**config.mk**
```make
export PLATFORM = sky130hd
export DESIGN_NAME = alu_operand_deserializer
export DESIGN_NICKNAME = d
export VERILOG_FILES = /design/src/rtl/alu_operand_deserializer_pkg.sv /design/src/rtl/alu_operand_deserializer_ser_shift_reg.sv /design/src/rtl/alu_operand_deserializer.sv
export SDC_FILE = /design/constraint.sdc
export NUM_CORES = 1
export LEC_CHECK = 0
export CAP_MARGIN = 5
export CORE_MARGIN = 10
export CORE_UTILIZATION = 57
export DETAILED_ROUTE_END_ITERATION = 16
export PLACE_DENSITY_LB_ADDON = 0.05
export SYNTH_ARGS = -nofsm -noshare
export SYNTH_HDL_FRONTEND = slang
export SYNTH_SLANG_ARGS = --single-unit
```
**constraint.sdc**
```tcl
create_clock -name clock -period 4.23 [get_ports clock]
set_input_delay 0.846 -clock clock [delete_from_list [all_inputs] [get_ports clock]]
set_output_delay 0.846 -clock clock [all_outputs]
set_load 0.05 [all_outputs]
```
**src/rtl/alu_operand_deserializer_pkg.sv**
```systemverilog
// rtl/alu_operand_deserializer_pkg.sv - shared ALU opcode type and frame geometry
//
// Purpose : alu_op_t encoding, chosen so each enum value equals the frame opcode
//           field, plus the frame/field widths used by the deserializer.
// Ports   : none (package).
package alu_operand_deserializer_pkg;

  localparam int unsigned FRAME_BITS = 20;
  localparam int unsigned OPC_BITS   = 4;
  localparam int unsigned OPND_BITS  = 8;

  localparam logic [OPC_BITS-1:0] OPC_MAX_LEGAL = 4'd11;

  typedef enum logic [OPC_BITS-1:0] {
    ALU_ADD   = 4'd0,
    ALU_SUB   = 4'd1,
    ALU_LUI   = 4'd2,
    ALU_SLL   = 4'd3,
    ALU_SRL   = 4'd4,
    ALU_SRA   = 4'd5,
    ALU_AUIPC = 4'd6,
    ALU_SLT   = 4'd7,
    ALU_SLTU  = 4'd8,
    ALU_XOR   = 4'd9,
    ALU_OR    = 4'd10,
    ALU_AND   = 4'd11
  } alu_op_t;

endpackage

```
**src/rtl/alu_operand_deserializer_ser_shift_reg.sv**
```systemverilog
// rtl/alu_operand_deserializer_ser_shift_reg.sv - serial-in/parallel-out shift register
//
// Purpose : WIDTH-bit shift register, new bits enter at bit 0 so the earliest
//           bit ends up most significant.
// Ports   : clock, reset (async, active-high)
//           clear    - synchronous clear; with shift_en it restarts at din
//           shift_en - shift din in this cycle
//           din      - serial input bit
//           q        - parallel contents
module ser_shift_reg #(
  parameter int unsigned WIDTH = 8
) (
  input  logic             clock,
  input  logic             reset,
  input  logic             clear,
  input  logic             shift_en,
  input  logic             din,
  output logic [WIDTH-1:0] q
);

  always_ff @(posedge clock or posedge reset) begin
    if (reset) begin
      q <= '0;
    end else if (shift_en) begin
      // clear+shift together means "first bit of a new word"
      q <= clear ? WIDTH'(din) : {q[WIDTH-2:0], din};
    end else if (clear) begin
      q <= '0;
    end
  end

endmodule

```
**src/rtl/alu_operand_deserializer.sv**
```systemverilog
// rtl/alu_operand_deserializer.sv - bit-serial frame receiver feeding the ALU
//
// Purpose : shifts in a 20-bit frame MSB first ({opcode, input1, input2}),
//           decodes the opcode and presents the operand set to the ALU behind
//           a valid/ready handshake. Illegal opcodes and restarts mid-frame
//           produce a one-cycle frame_err pulse.
// Ports   : clock, reset (async, active-high)
//           ser_valid/ser_data/ser_start/ser_ready - serial input side
//           op_valid/op_ready                      - operand handshake
//           alu_op, alu_input1, alu_input2         - held operand set
//           frame_err                              - malformed frame pulse
module alu_operand_deserializer
  import alu_operand_deserializer_pkg::*;
(
  input  logic                 clock,
  input  logic                 reset,
  input  logic                 ser_valid,
  input  logic                 ser_data,
  input  logic                 ser_start,
  output logic                 ser_ready,
  output logic                 op_valid,
  input  logic                 op_ready,
  output alu_op_t              alu_op,
  output logic [OPND_BITS-1:0] alu_input1,
  output logic [OPND_BITS-1:0] alu_input2,
  output logic                 frame_err
);

  typedef enum logic [1:0] {
    S_IDLE,
    S_SHIFT,
    S_HOLD
  } state_t;

  localparam logic [4:0] LAST_COUNT = 5'(FRAME_BITS - 1);

  state_t                  state;
  logic [4:0]              count;
  logic [FRAME_BITS-2:0]   sr_q;
  logic                    accept;
  logic                    sr_clear;
  logic                    sr_shift;
  logic [FRAME_BITS-1:0]   frame;
  logic [OPC_BITS-1:0]     opc;

  assign ser_ready = (state != S_HOLD);
  assign accept    = ser_valid && ser_ready;
  assign sr_clear  = accept && ser_start;
  assign sr_shift  = accept && (ser_start || (state == S_SHIFT));

  // Only the first 19 bits are stored; the final bit is taken straight from
  // ser_data so the outputs can load in the same cycle it is accepted.
  assign frame = {sr_q, ser_data};
  assign opc   = frame[FRAME_BITS-1 -: OPC_BITS];

  ser_shift_reg #(
    .WIDTH(FRAME_BITS - 1)
  ) u_shift (
    .clock    (clock),
    .reset    (reset),
    .clear    (sr_clear),
    .shift_en (sr_shift),
    .din      (ser_data),
    .q        (sr_q)
  );

  always_ff @(posedge clock or posedge reset) begin
    if (reset) begin
      state      <= S_IDLE;
      count      <= '0;
      op_valid   <= 1'b0;
      frame_err  <= 1'b0;
      alu_op     <= ALU_ADD;
      alu_input1 <= '0;
      alu_input2 <= '0;
    end else begin
      frame_err <= 1'b0;
      case (state)
        S_IDLE: begin
          if (accept && ser_start) begin
            count <= 5'd1;
            state <= S_SHIFT;
          end
        end
        S_SHIFT: begin
          if (accept) begin
            if (ser_start) begin
              // restart: the partial frame is dropped, this bit is bit 19
              frame_err <= 1'b1;
              count     <= 5'd1;
            end else if (count == LAST_COUNT) begin
              count <= '0;
              if (opc <= OPC_MAX_LEGAL) begin
                alu_op     <= alu_op_t'(opc);
                alu_input1 <= frame[2*OPND_BITS-1 -: OPND_BITS];
                alu_input2 <= frame[OPND_BITS-1:0];
                op_valid   <= 1'b1;
                state      <= S_HOLD;
              end else begin
                frame_err <= 1'b1;
                state     <= S_IDLE;
              end
            end else begin
              count <= count + 5'd1;
            end
          end
        end
        S_HOLD: begin
          if (op_ready) begin
            op_valid <= 1'b0;
            state    <= S_IDLE;
          end
        end
        default: state <= S_IDLE;
      endcase
    end
  end

endmodule

```
Yosys cells after proc, flatten, opt, wreduce, memory -nomap -nowiden

Cells that the tools add are included.
Widths: inputs -> output; s select.

Word-level logic and storage cells: 59
Output and inout bits: 23
Input port bits: 6
Flip-flop bits (word level): 48

Bitwise operators: 1
Multiplexer cells: 26
Reduce and logical (&&, ||, !) cells: 12
Order comparisons: 1
$add $sub $neg: 1
Equal/unequal tests: 10

Operators with widths:

| kind                | count |
|---|---|
| $mux 19             | 3 |
| $mux 5              | 4 |
| $mux 2              | 6 |
| $mux 1              | 10 |
| $pmux 5 s2          | 1 |
| $reduce_and 5->1    | 2 |
| $ne 2x2->1 const B  | 4 |
| $ne 2x1->1 const B  | 3 |
| $pmux 2 s3          | 1 |
| $reduce_and 6->1    | 1 |
| $reduce_bool 2->1   | 3 |
| $add 5x1->5 const B | 1 |
| $eq 5x5->1 const B  | 1 |
| $le 4x4->1 const B  | 1 |
| $logic_and 1x1->1   | 3 |
| $reduce_and 3->1    | 1 |
| $eq 2x1->1 const B  | 1 |
| $eq 2x2->1 const B  | 1 |
| $logic_not 2->1     | 1 |
| $pmux 1 s2          | 1 |
| $logic_or 1x1->1    | 1 |
| $not 1->1           | 1 |

Logic depth before layout (Yosys ltp)

Gate-level depths: netlist of run 1.

Depth in word-level cells: 6
Depth in mapped cells: 5
Gate-level depth less buffers: 4

Hierarchy

Synthesis of run 1 repeated with hierarchy kept, for this count alone.

Cells, all modules: 161
Area, all modules: 2133.3 µm²

Modules (own cells, without submodules):

| module                   | times used | sequential area each (µm²) | cells an instance | area an instance (µm²) |
|---|---|---|---|---|
| alu_operand_deserializer | 1          | 725.7                      | 99                | 1361.3 |
| ser_shift_reg            | 1          | 475.5                      | 62                | 772.0 |

Worst setup path after synthesis of run 1

Ideal clock, no wire load.

Path kind: input to register
From: input port ser_start
To: register alu_input1[0]
Required time: 4.105 ns
Library setup time: 0.125 ns
Path slack: 2.361 ns
Stages: 5
Arrival: 1.744 ns
Buffers on the path: 2
Path through: and4bb_1 -> buf_4 -> nand3_4 -> buf_6 -> mux2_4

Longest elaborated chain between the ends: 2

RTL lines:

| item                              | RTL line                       | RTL |
|---|---|---|
| start, declared                   | alu_operand_deserializer.sv:19 | `input logic ser_start,` |
| $not 1->1 (no source line)        | n/a                            |  |
| $reduce_and 5->1 (no source line) | n/a                            |  |
| end signal, assigned              | alu_operand_deserializer.sv:95 | `alu_input1 <= frame[2*OPND_BITS-1 -: OPND_BITS];` |
| end, declared                     | alu_operand_deserializer.sv:24 | `output logic [OPND_BITS-1:0] alu_input1,` |

Every way passes these cells.
A chain may end at the register's enable or synchronous reset.

Final worst setup path of run 1

From: register state[0]
To: output port ser_ready

Longest elaborated chain between the ends: 1

RTL lines:

| item                   | RTL line                       | RTL |
|---|---|---|
| start, declared        | alu_operand_deserializer.sv:37 | `state_t state;` |
| start signal, assigned | alu_operand_deserializer.sv:69 | `state <= S_IDLE;` |
| start signal, assigned | alu_operand_deserializer.sv:82 | `state <= S_SHIFT;` |
| start signal, assigned | alu_operand_deserializer.sv:98 | `state <= S_HOLD;` |
| $ne 2x2->1             | alu_operand_deserializer.sv:46 | `assign ser_ready = (state != S_HOLD);` |
| end, declared          | alu_operand_deserializer.sv:20 | `output logic ser_ready,` |

Every way passes these cells.

==> key figures, run 1 <==
Floorplan
  – Full die area: 6240 um2
  – Starting density of the core: 59.0%
  – # rows: 21
  – Die width: 79.0 um
  – Die Span Y: 79.0 um
  – Placeable Area: ~3400 um2
  – I/O Pins: 29

Clocking
  – Clock slew at reported path FFs: 150 ps
  – Hold Buf Count CTS: 0
  – CTS sink cnt: 48
  – Worst skew pair latency: 360 ps
  – Setup bufs post-CTS: 0
  – Root Buffer: clkbuf_4
  – Clock Path Buffers: 2
  – Post-CTS Resized: 0
  – CTS tree: done
  – Total CTS buffers: 5
  – CTS H-tree lvls: 2

Route
  – ANT nets after route: 0
  – 1st-pass router iterations: 4
  – WL per Instance: 17.3 um
  – DR vias: 1186
  – Vias per cell: 5.65
  – 1st-iter DRT viols: 127
  – Drt drc: 0
  – Routed WL: 3630 um

Pwr
  – Power Total: a little over 800 uW
  – VDD IR max: 0.000275 V
  – Power Density: 343 nW/um2
  – LEAKAGE: 1.15 nW

Worst setup path
  – Kind of critical path: reg2out
  – Worst-path maximum fanout: 7
  – CP startpoint kind: flop
  – Worst R2R Path Depth: 4
  – RR Endpoint: alu_input2[3]
  – Worst EP arrival: 1830 ps
  – Worst R2R Setup Slack: 2270 ps
  – Required time worst endpoint: 3380 ps
  – CP Capture Type: output port
  – Reg2Reg Launch Point: state[1]

Run
  – Max_cap viols: 0

Placement
  – Port Buffers: 28
  – Dpl ws: approximately 1300 ps
  – Routability cong.: 0.786
  – Hpwl dp: 2330 um

STA
  – Setup Total Neg Slack: 0 ps
  – Final hold slack: 504 ps
  – Final setup viols: 0
  – Final Skew: 11.8 ps
  – Final worst-path cycle share: 63.4%
  – Fmax: around 370 MHz
  – RSZ-0062 raised after global routing: no
  – Final Worst Setup Slack: 1550 ps
  – Worst-Margin Slew: between 900 and 1000 ps
  – Post-layout min period: 2680 ps
  – Max-slew violation count: 0
  – Max-slew headroom: between 30 and 40%
  – Final hold vios: 0

Synth
  – Post-Syn Area per Cell: 14.9 um2
  – Asr flop ratio synth: between 90% and 100%
  – Dominant combinational cell family by area after synthesis: multiplexers
  – Syn Std Cell Area: 1990 um2
  – Seq/Total Area, Yosys: 60.5%
  – Synth Area in Adders: 0.630%
  – Ys Warns: 0
  – EDFF count, synth: 0
  – Mapped Nets: 140
  – Xor and xnor fraction of the mapped netlist area: less than 1%
  – Mapped Cells: 133
  – Compound-Gate Fraction of Synth Area: 14.6%
  – Post-synthesis mux area share: 15.3%
  – Synthesized flop and latch total: 48
  – Ys flop type: dfrtp_1
  – Synth Area in Simple Gates: 5.17%
  – Netlist cell types: 27

Final layout
  – Layout cell share with drive strength beyond 1: 22.0%
  – Fill cells: 272
  – Final core occ: 70.4%
  – Diode count: 0
  – Layout Nets: 170
  – Area grow syn2layout: 19.2%

Worst hold path
  – Worst hold path depth: 1
  – Worst hold path type: reg2reg
  – Worst hold path endpoint: count[4]
  – Hold_sp: count[4]

Global routing
  – GR Overflow Total: 0
  – First-pass GRT wire length: 6070 um
  – Initial antenna violation count: 0
  – Largest net degree at the start of global routing: 49
  – Aggregate global-route resource usage: between 10% and 20%
  – Number of global-route vias before repair: roughly 1300

Run status
  – Status: finished, final reports clean
[synth_stat cells (3+ instances only)]
cell | n | share of area [%]
mux2_2 | 3 | 1.7
a22o_1 | 18 | 7.9
o21ai_0 | 6 | 1.5
dfrtp_1 | 48 | 60
nand2_1 | 4 | 0.76
and2_1 | 3 | 0.95
inv_1 | 5 | 0.95
mux2_4 | 18 | 14
[layout make-up]
| type | count | area, um2 | share of cell area [%] |
|---|---|---|---|
| clock buffers | 5 | 37.5 | 1.59 |
| clock inverters | 3 | 46.3 | 1.96 |
| inverters | 5 | 18.8 | 0.793 |
| multi-input cells | 74 | 718 | 30.3 |
| flip-flops and latches | 48 | 1200 | 50.7 |
| well taps | 46 | 57.6 | 2.43 |
| repair buffers | 29 | 288 | 12.2 |
[logic make-up after synthesis]
group	count (synthesis)
flops	48
compound gates	37
mux	21
simple gates	14
buf+inv	11
xor+xnor	1
fa+ha+maj	1
[worst max-delay path by stage]
stage	startpoint	end	slack, ps	cells past startpoint
2_1_floorplan	reset	alu_input1[0]	2240	1
3_3_place_gp	ser_start	alu_input2[3]	1360	5
3_5_place_dp	ser_start	alu_input2[4]	1310	5
4_1_cts	state[0]	ser_ready	1540	2
5_1_grt	state[0]	ser_ready	1470	2
6_report	state[0]	ser_ready	1550	2
[power by group]
part           internal, mW  total [mW]  switching (mW)  leakage [nW]
clock                 0.126       0.278           0.151        0.0418
combinational        0.0219      0.0542          0.0323         0.448
sequential            0.470       0.481          0.0115         0.655
[registers in the layout (all words and copies together) (netlist names)]
signal / count
alu_input2: 8
frame_err: 1
op_valid: 1
u_shift.q: 19
alu_op: 4
count: 5
state: 2
alu_input1: 8
[routing by layer]
metal	up-vias	global-route usage, %	part of all wire (%)
li1	548	-	-
met1	603	15.4	47
met2	31	17.1	44
met3	4	6.98	7.3
met4	0	4.84	1.4
met5	-	0	0
[worst max-delay path, cell delays in order (launching register included)]
cell and delay [ps]:
dfrtp_1 490, nand2b_1 170, clkdlybuf4s50_1 810
[cells in the final DEF (no fill, tap or decap), drive strengths merged, types with 2 or more instances in the layout]
| cell type | instances |
|---|---|
| a21oi | 2 |
| a22o | 18 |
| a31oi | 2 |
| a41oi | 2 |
| and2 | 3 |
| and4bb | 2 |
| clkbuf | 5 |
| clkdlybuf4s50 | 28 |
| dfrtp | 48 |
| inv | 6 |
| mux2 | 21 |
| nand2 | 4 |
| nand2b | 2 |
| nand3 | 2 |
| o21ai | 7 |
| o21ba | 2 |
| o31ai | 2 |
[per-stage QoR]
step	instances	area, um2
2_1_floorplan	133	1990
3_3_place_gp	202	2280
3_5_place_dp	202	2280
4_1_cts	210	2370
5_1_grt	210	2370
6_report	210	2370
(Power assumes the default switching activity.)
==> run 2, diff against run 1 <==
- CORE_UTILIZATION: 57 -> 48
- clock period: 4.23 -> 2.4 ns (I/O delays scaled with it)
==> run 2 against run 1 <==
  * Sequential share of layout area fell by 1.5 points
  * Worst hold slack worse by 12 ps
  * First-iteration DRC count is 28% lower
  * Worst setup slack lost 1300 ps
  * Die area increased by 14%
  * Sequential power grew 76%
  * Clock-buffer cell count increased by 1
  * Utilization fell by 9.4 points
  * Largest cell class unchanged
  * Highest routed layer unchanged
==> key figures, run 2 (synthesized netlist as in run 1, its figures left out) <==
Placement
  – Dpl ws: roughly 120 ps
  – Hpwl dp: 2560 um
  – Routability cong.: 0.783
  – Port Buffers: 28

Worst setup path
  – Worst EP arrival: 1720 ps
  – Worst-path maximum fanout: 7
  – CP startpoint kind: flop
  – Required time worst endpoint: 1920 ps
  – Kind of critical path: reg2out
  – CP Capture Type: output port

Worst hold path
  – Worst hold path type: reg2reg

Final layout
  – Max reg flops: 19
  – Largest registers: u_shift.q (19), alu_input1 (8), alu_input2 (8)
  – Layout Nets: 174
  – Final core occ: between 60% and 70%
  – Most frequent cells in the layout: dfrtp_1, clkdlybuf4s50_1, a22o_1, mux2_4, o21ai_0
  – Most common cell after layout, fill and taps aside: dfrtp_1
  – Largest register by flop count: u_shift.q
  – Diode count: 0
  – Area grow syn2layout: 22.8%
  – Layout cell share with drive strength beyond 1: 23.2%

Clocking
  – Clock Path Buffers: 2
  – Setup bufs post-CTS: 0
  – Root Buffer: clkbuf_8
  – Total CTS buffers: 5
  – CTS H-tree lvls: 2
  – Worst skew pair latency: 290 ps
  – Post-CTS Resized: 0
  – Hold Buf Count CTS: 0
  – CTS sink cnt: 48
  – CTS tree: done
  – Clock slew at reported path FFs: around 80 ps

Route
  – 1st-iter DRT viols: 92
  – WL per Instance: between 15 and 20 um
  – DR vias: 1185
  – Routed WL: 3710 um
  – Vias per cell: approximately 5.4
  – Drt drc: 0
  – 1st-pass router iterations: 4
  – ANT nets after route: 0

Floorplan
  – # rows: 23
  – I/O Pins: 29
  – Die Span Y: approximately 84 um
  – Die width: 84.3 um
  – Full die area: 7110 um2
  – Starting density of the core: 49.6%
  – Placeable Area: 4000 um2

STA
  – Final setup viols: 0
  – Max-slew violation count: 0
  – Post-layout min period: about 2200 ps
  – Max-slew headroom: 65.4%
  – Final hold vios: 0
  – Worst-Margin Slew: approximately 520 ps
  – Final Worst Setup Slack: around 200 ps
  – Final worst-path cycle share: 91.6%
  – Final Skew: roughly 4.6 ps
  – Setup Total Neg Slack: 0 ps
  – RSZ-0062 raised after global routing: no
  – Fmax: 455 MHz

Pwr
  – LEAKAGE: 1.18 nW
  – VDD IR max: between 0.0004 and 0.0005 V
  – Power Total: 1.51 mW
  – Power Density: between 600 and 700 nW/um2

Global routing
  – Initial antenna violation count: 0
  – Largest net degree at the start of global routing: 28
  – Number of global-route vias before repair: around 1300
  – First-pass GRT wire length: 6330 um
  – Aggregate global-route resource usage: 10.7%
  – GR Overflow Total: 0

Run
  – Max_cap viols: 0

Run status
  – Status: finished, final reports clean
## run 2: power by group
| group | internal [mW] | switching (mW) | total (mW) | leakage (nW) |
|---|---|---|---|---|
| Sequential | 0.827 | 0.0211 | 0.848 | 0.655 |
| Clock | 0.309 | 0.247 | 0.556 | 0.0552 |
| Combinational | 0.0436 | 0.0579 | 0.102 | 0.471 |
## run 2: area by class of cell
cell class | count | area (um2)
Multi-Input combinational cell | 74 | 718
Clock buffer | 6 | 72.6
Sequential cell | 48 | 1200
Fill cell | 312 | 1560
Inverter | 5 | 18.8
Tap cell | 50 | 62.6
Clock inverter | 2 | 35.0
Timing Repair Buffer | 33 | 330
## run 2: through the flow
stage / hold slack (ps) / std cells / cell area [um2]
after floorplan: 444 / 133 / 1990
after global placement: 464 / 210 / 2330
after detailed placement: 473 / 210 / 2330
after CTS: 487 / 218 / 2440
after global routing: 524 / 218 / 2440
final: 491 / 218 / 2440
## run 2: routing by layer
| layer | up-vias | global-route usage (%) | share of wire (%) |
|---|---|---|---|
| met3 | 8 | 3.86 | 5.3 |
| met1 | 600 | 12.8 | 45 |
| met5 | - | 0 | 0 |
| met4 | 0 | 4.11 | 1.4 |
| li1 | 554 | - | - |
| met2 | 23 | 17.0 | 48 |
## run 2: worst max-delay path, stage by stage, from the launching register on
cell,delay [ps]
dfrtp_1,450
nand2b_1,170
clkdlybuf4s50_1,810
## run 2: path summary, 6_finish.rpt
kind | startpoint | to | slack [ps] | cells after the start
worst min-delay path | count[4] | count[4] | 490 | 1
max in group asynchronous | reset | state[1] | 1390 | 3
worst max-delay path | state[0] | ser_ready | 200 | 2
worst min register to register | count[4] | count[4] | 490 | 1
worst max register to register | count[0] | alu_input2[0] | 490 | 4
min in group asynchronous | reset | alu_input2[4] | 520 | 2
==> run 3, diff against run 2 <==
==> constraint.sdc (replaced) <==
create_clock -name clock -period 2.4 [get_ports clock]
set_input_delay 0.24 -clock clock [delete_from_list [all_inputs] [get_ports clock]]
set_output_delay 0.24 -clock clock [all_outputs]
set_load 0.05 [all_outputs]
==> run 3 against run 2 <==
  * Critical endpoint unchanged
  * Via count is 1.3% lower
  * Worst setup slack better by 230 ps
  * Critical path type unchanged
  * Critical path depth stayed put
  * Largest cell class unchanged
==> key figures, run 3 (synthesized netlist as in run 1, its figures left out) <==
Global routing
  – Initial antenna violation count: 0
  – Aggregate global-route resource usage: 10.7%
  – Global routing's busiest layer: met2
  – First-pass GRT wire length: ~6300 um
  – M2 GR Usage: ~16%
  – Number of global-route vias before repair: about 1300
  – GR Overflow Total: 0
  – Largest net degree at the start of global routing: a little under 50
  – Global Route met1 Usage: a little over an eighth
  – Met3 Use GR: 3.67%

Route
  – 1st-pass router iterations: 4
  – 1st-iter DRT viols: 51
  – Routed WL: 3660 um
  – Drt drc: 0
  – Vias per cell: 5.44
  – ANT nets after route: 0
  – DR vias: 1170
  – WL per Instance: 17.0 um

Final layout
  – Area grow syn2layout: 20.6%
  – Max reg flops: 19
  – Diode count: 0
  – Layout Nets: 172
  – Most common cell after layout, fill and taps aside: dfrtp_1
  – Most frequent cells in the layout: dfrtp_1, clkdlybuf4s50_1, a22o_1, mux2_4
  – Final core occ: 59.9%
  – Largest registers: u_shift.q (19), alu_input1 (8), alu_input2 (8)
  – Fill cells: 332
  – Layout cell share with drive strength beyond 1: 22.4%
  – Largest register by flop count: u_shift.q

Placement
  – Dpl ws: 300 ps
  – Port Buffers: 28
  – Routability cong.: slightly below 0.8
  – Hpwl dp: 2430 um

STA
  – Final Skew: between 2 and 2.5 ps
  – Setup Total Neg Slack: 0 ps
  – Fmax: a little over 500 MHz
  – Final setup viols: 0
  – Final Worst Setup Slack: 430 ps
  – Post-layout min period: 1970 ps
  – Worst-Margin Slew: 588 ps
  – Final hold slack: 396 ps
  – Max-slew headroom: ~61%
  – Final hold vios: 0
  – Max-slew violation count: 0
  – Final worst-path cycle share: a little over 80%
  – RSZ-0062 raised after global routing: no

Floorplan
  – Die width: 84.3 um
  – I/O Pins: 29
  – Full die area: 7110 um2
  – Die Span Y: 84.3 um
  – Placeable Area: roughly 4000 um2
  – Starting density of the core: slightly below 50%
  – # rows: 23

Worst setup path
  – Worst-path maximum fanout: 7
  – Worst EP arrival: roughly 1700 ps
  – CP startpoint kind: flop
  – CP Capture Type: output port
  – CP peak stage delay: 810 ps
  – Crit-path slowest cell: clkdlybuf4s50_1
  – Required time worst endpoint: 2160 ps
  – Worst path cell trace: nand2b_1, clkdlybuf4s50_1
  – Kind of critical path: reg2out

Clocking
  – CTS sink cnt: 48
  – Total CTS buffers: 5
  – Hold Buf Count CTS: 0
  – Clock slew at reported path FFs: 80 ps
  – Clock Path Buffers: 2
  – Post-CTS Resized: 0
  – Root Buffer: clkbuf_8
  – CTS tree: done
  – Setup bufs post-CTS: 0
  – Worst skew pair latency: 290 ps
  – CTS H-tree lvls: 2

Pwr
  – Clock power frac: 33.8%
  – Power Density: just under 600 nW/um2
  – Power Total: 1.43 mW
  – Switching power: 332 uW
  – Power share of the sequential group: between 50% and 60%
  – Logic pwr share: 6.9%
  – VDD IR max: about 0.00042 V
  – Sw frac: a little under a quarter
  – P_int: 1.10 mW
  – LEAKAGE: approximately 1.2 nW

Run status
  – Status: finished, final reports clean

Worst hold path
  – Worst hold path type: in2async

Run
  – Max_cap viols: 0
-- run 3: cell count changes in the layout (fill, tap and decap cells not counted), sizes merged --
cell	delta
buf	-2
bufinv	-1
-- run 3: area by class of cell --
type,count,area [um2],share of cell area [%]
clock inverter,1,8.76,0.366
inverter,5,18.8,0.784
clock buffer,6,82.6,3.45
timing repair buffer,31,303,12.6
tap,50,62.6,2.61
multi-input combinational,74,718,30.0
sequential,48,1200,50.2
-- run 3: critical path: cells and delay by family (launching register included) --
family,cells,cell delay (ps)
DFF,1,450
buffers and inverters,1,810
and+or+nand+nor,1,170
-- run 3: path summary, 6_finish.rpt --
kind                       startpoint       endpoint  slack [ps]  cells past startpoint
max                          state[0]      ser_ready         430                      2
min                             reset       count[0]         400                      3
max reg2reg                  count[0]      alu_op[1]         490                      4
min reg2reg                  count[4]       count[4]         490                      1
max in group asynchronous       reset  alu_input2[6]        1600                      3
min in group clock           count[4]       count[4]         490                      1
-- run 3: power by group through the flow --
stage / registers (mW) / logic [mW] / clock network, mW
2_1_floorplan: 0.865 / 0.0634 / 0
4_1_cts: 0.847 / 0.101 / 0.499
6_report: 0.847 / 0.0983 / 0.484
3_3_place_gp: 0.863 / 0.0971 / 0
5_1_grt: 0.852 / 0.111 / 0.534
3_5_place_dp: 0.863 / 0.100 / 0
-- run 3: per-stage QoR --
stage | cell area, um2 | cells
final | 2390 | 215
after global routing | 2390 | 215
after CTS | 2390 | 215
after detailed placement | 2300 | 208
after global placement | 2300 | 208
after floorplan | 1990 | 133
-- run 3: metal layers --
metal | wire length (um) | vias to the layer above
li1 | - | 549
met1 | 1720 | 595
met2 | 1720 | 22
met3 | 174 | 4
met4 | 42 | 0
met5 | 0 | -
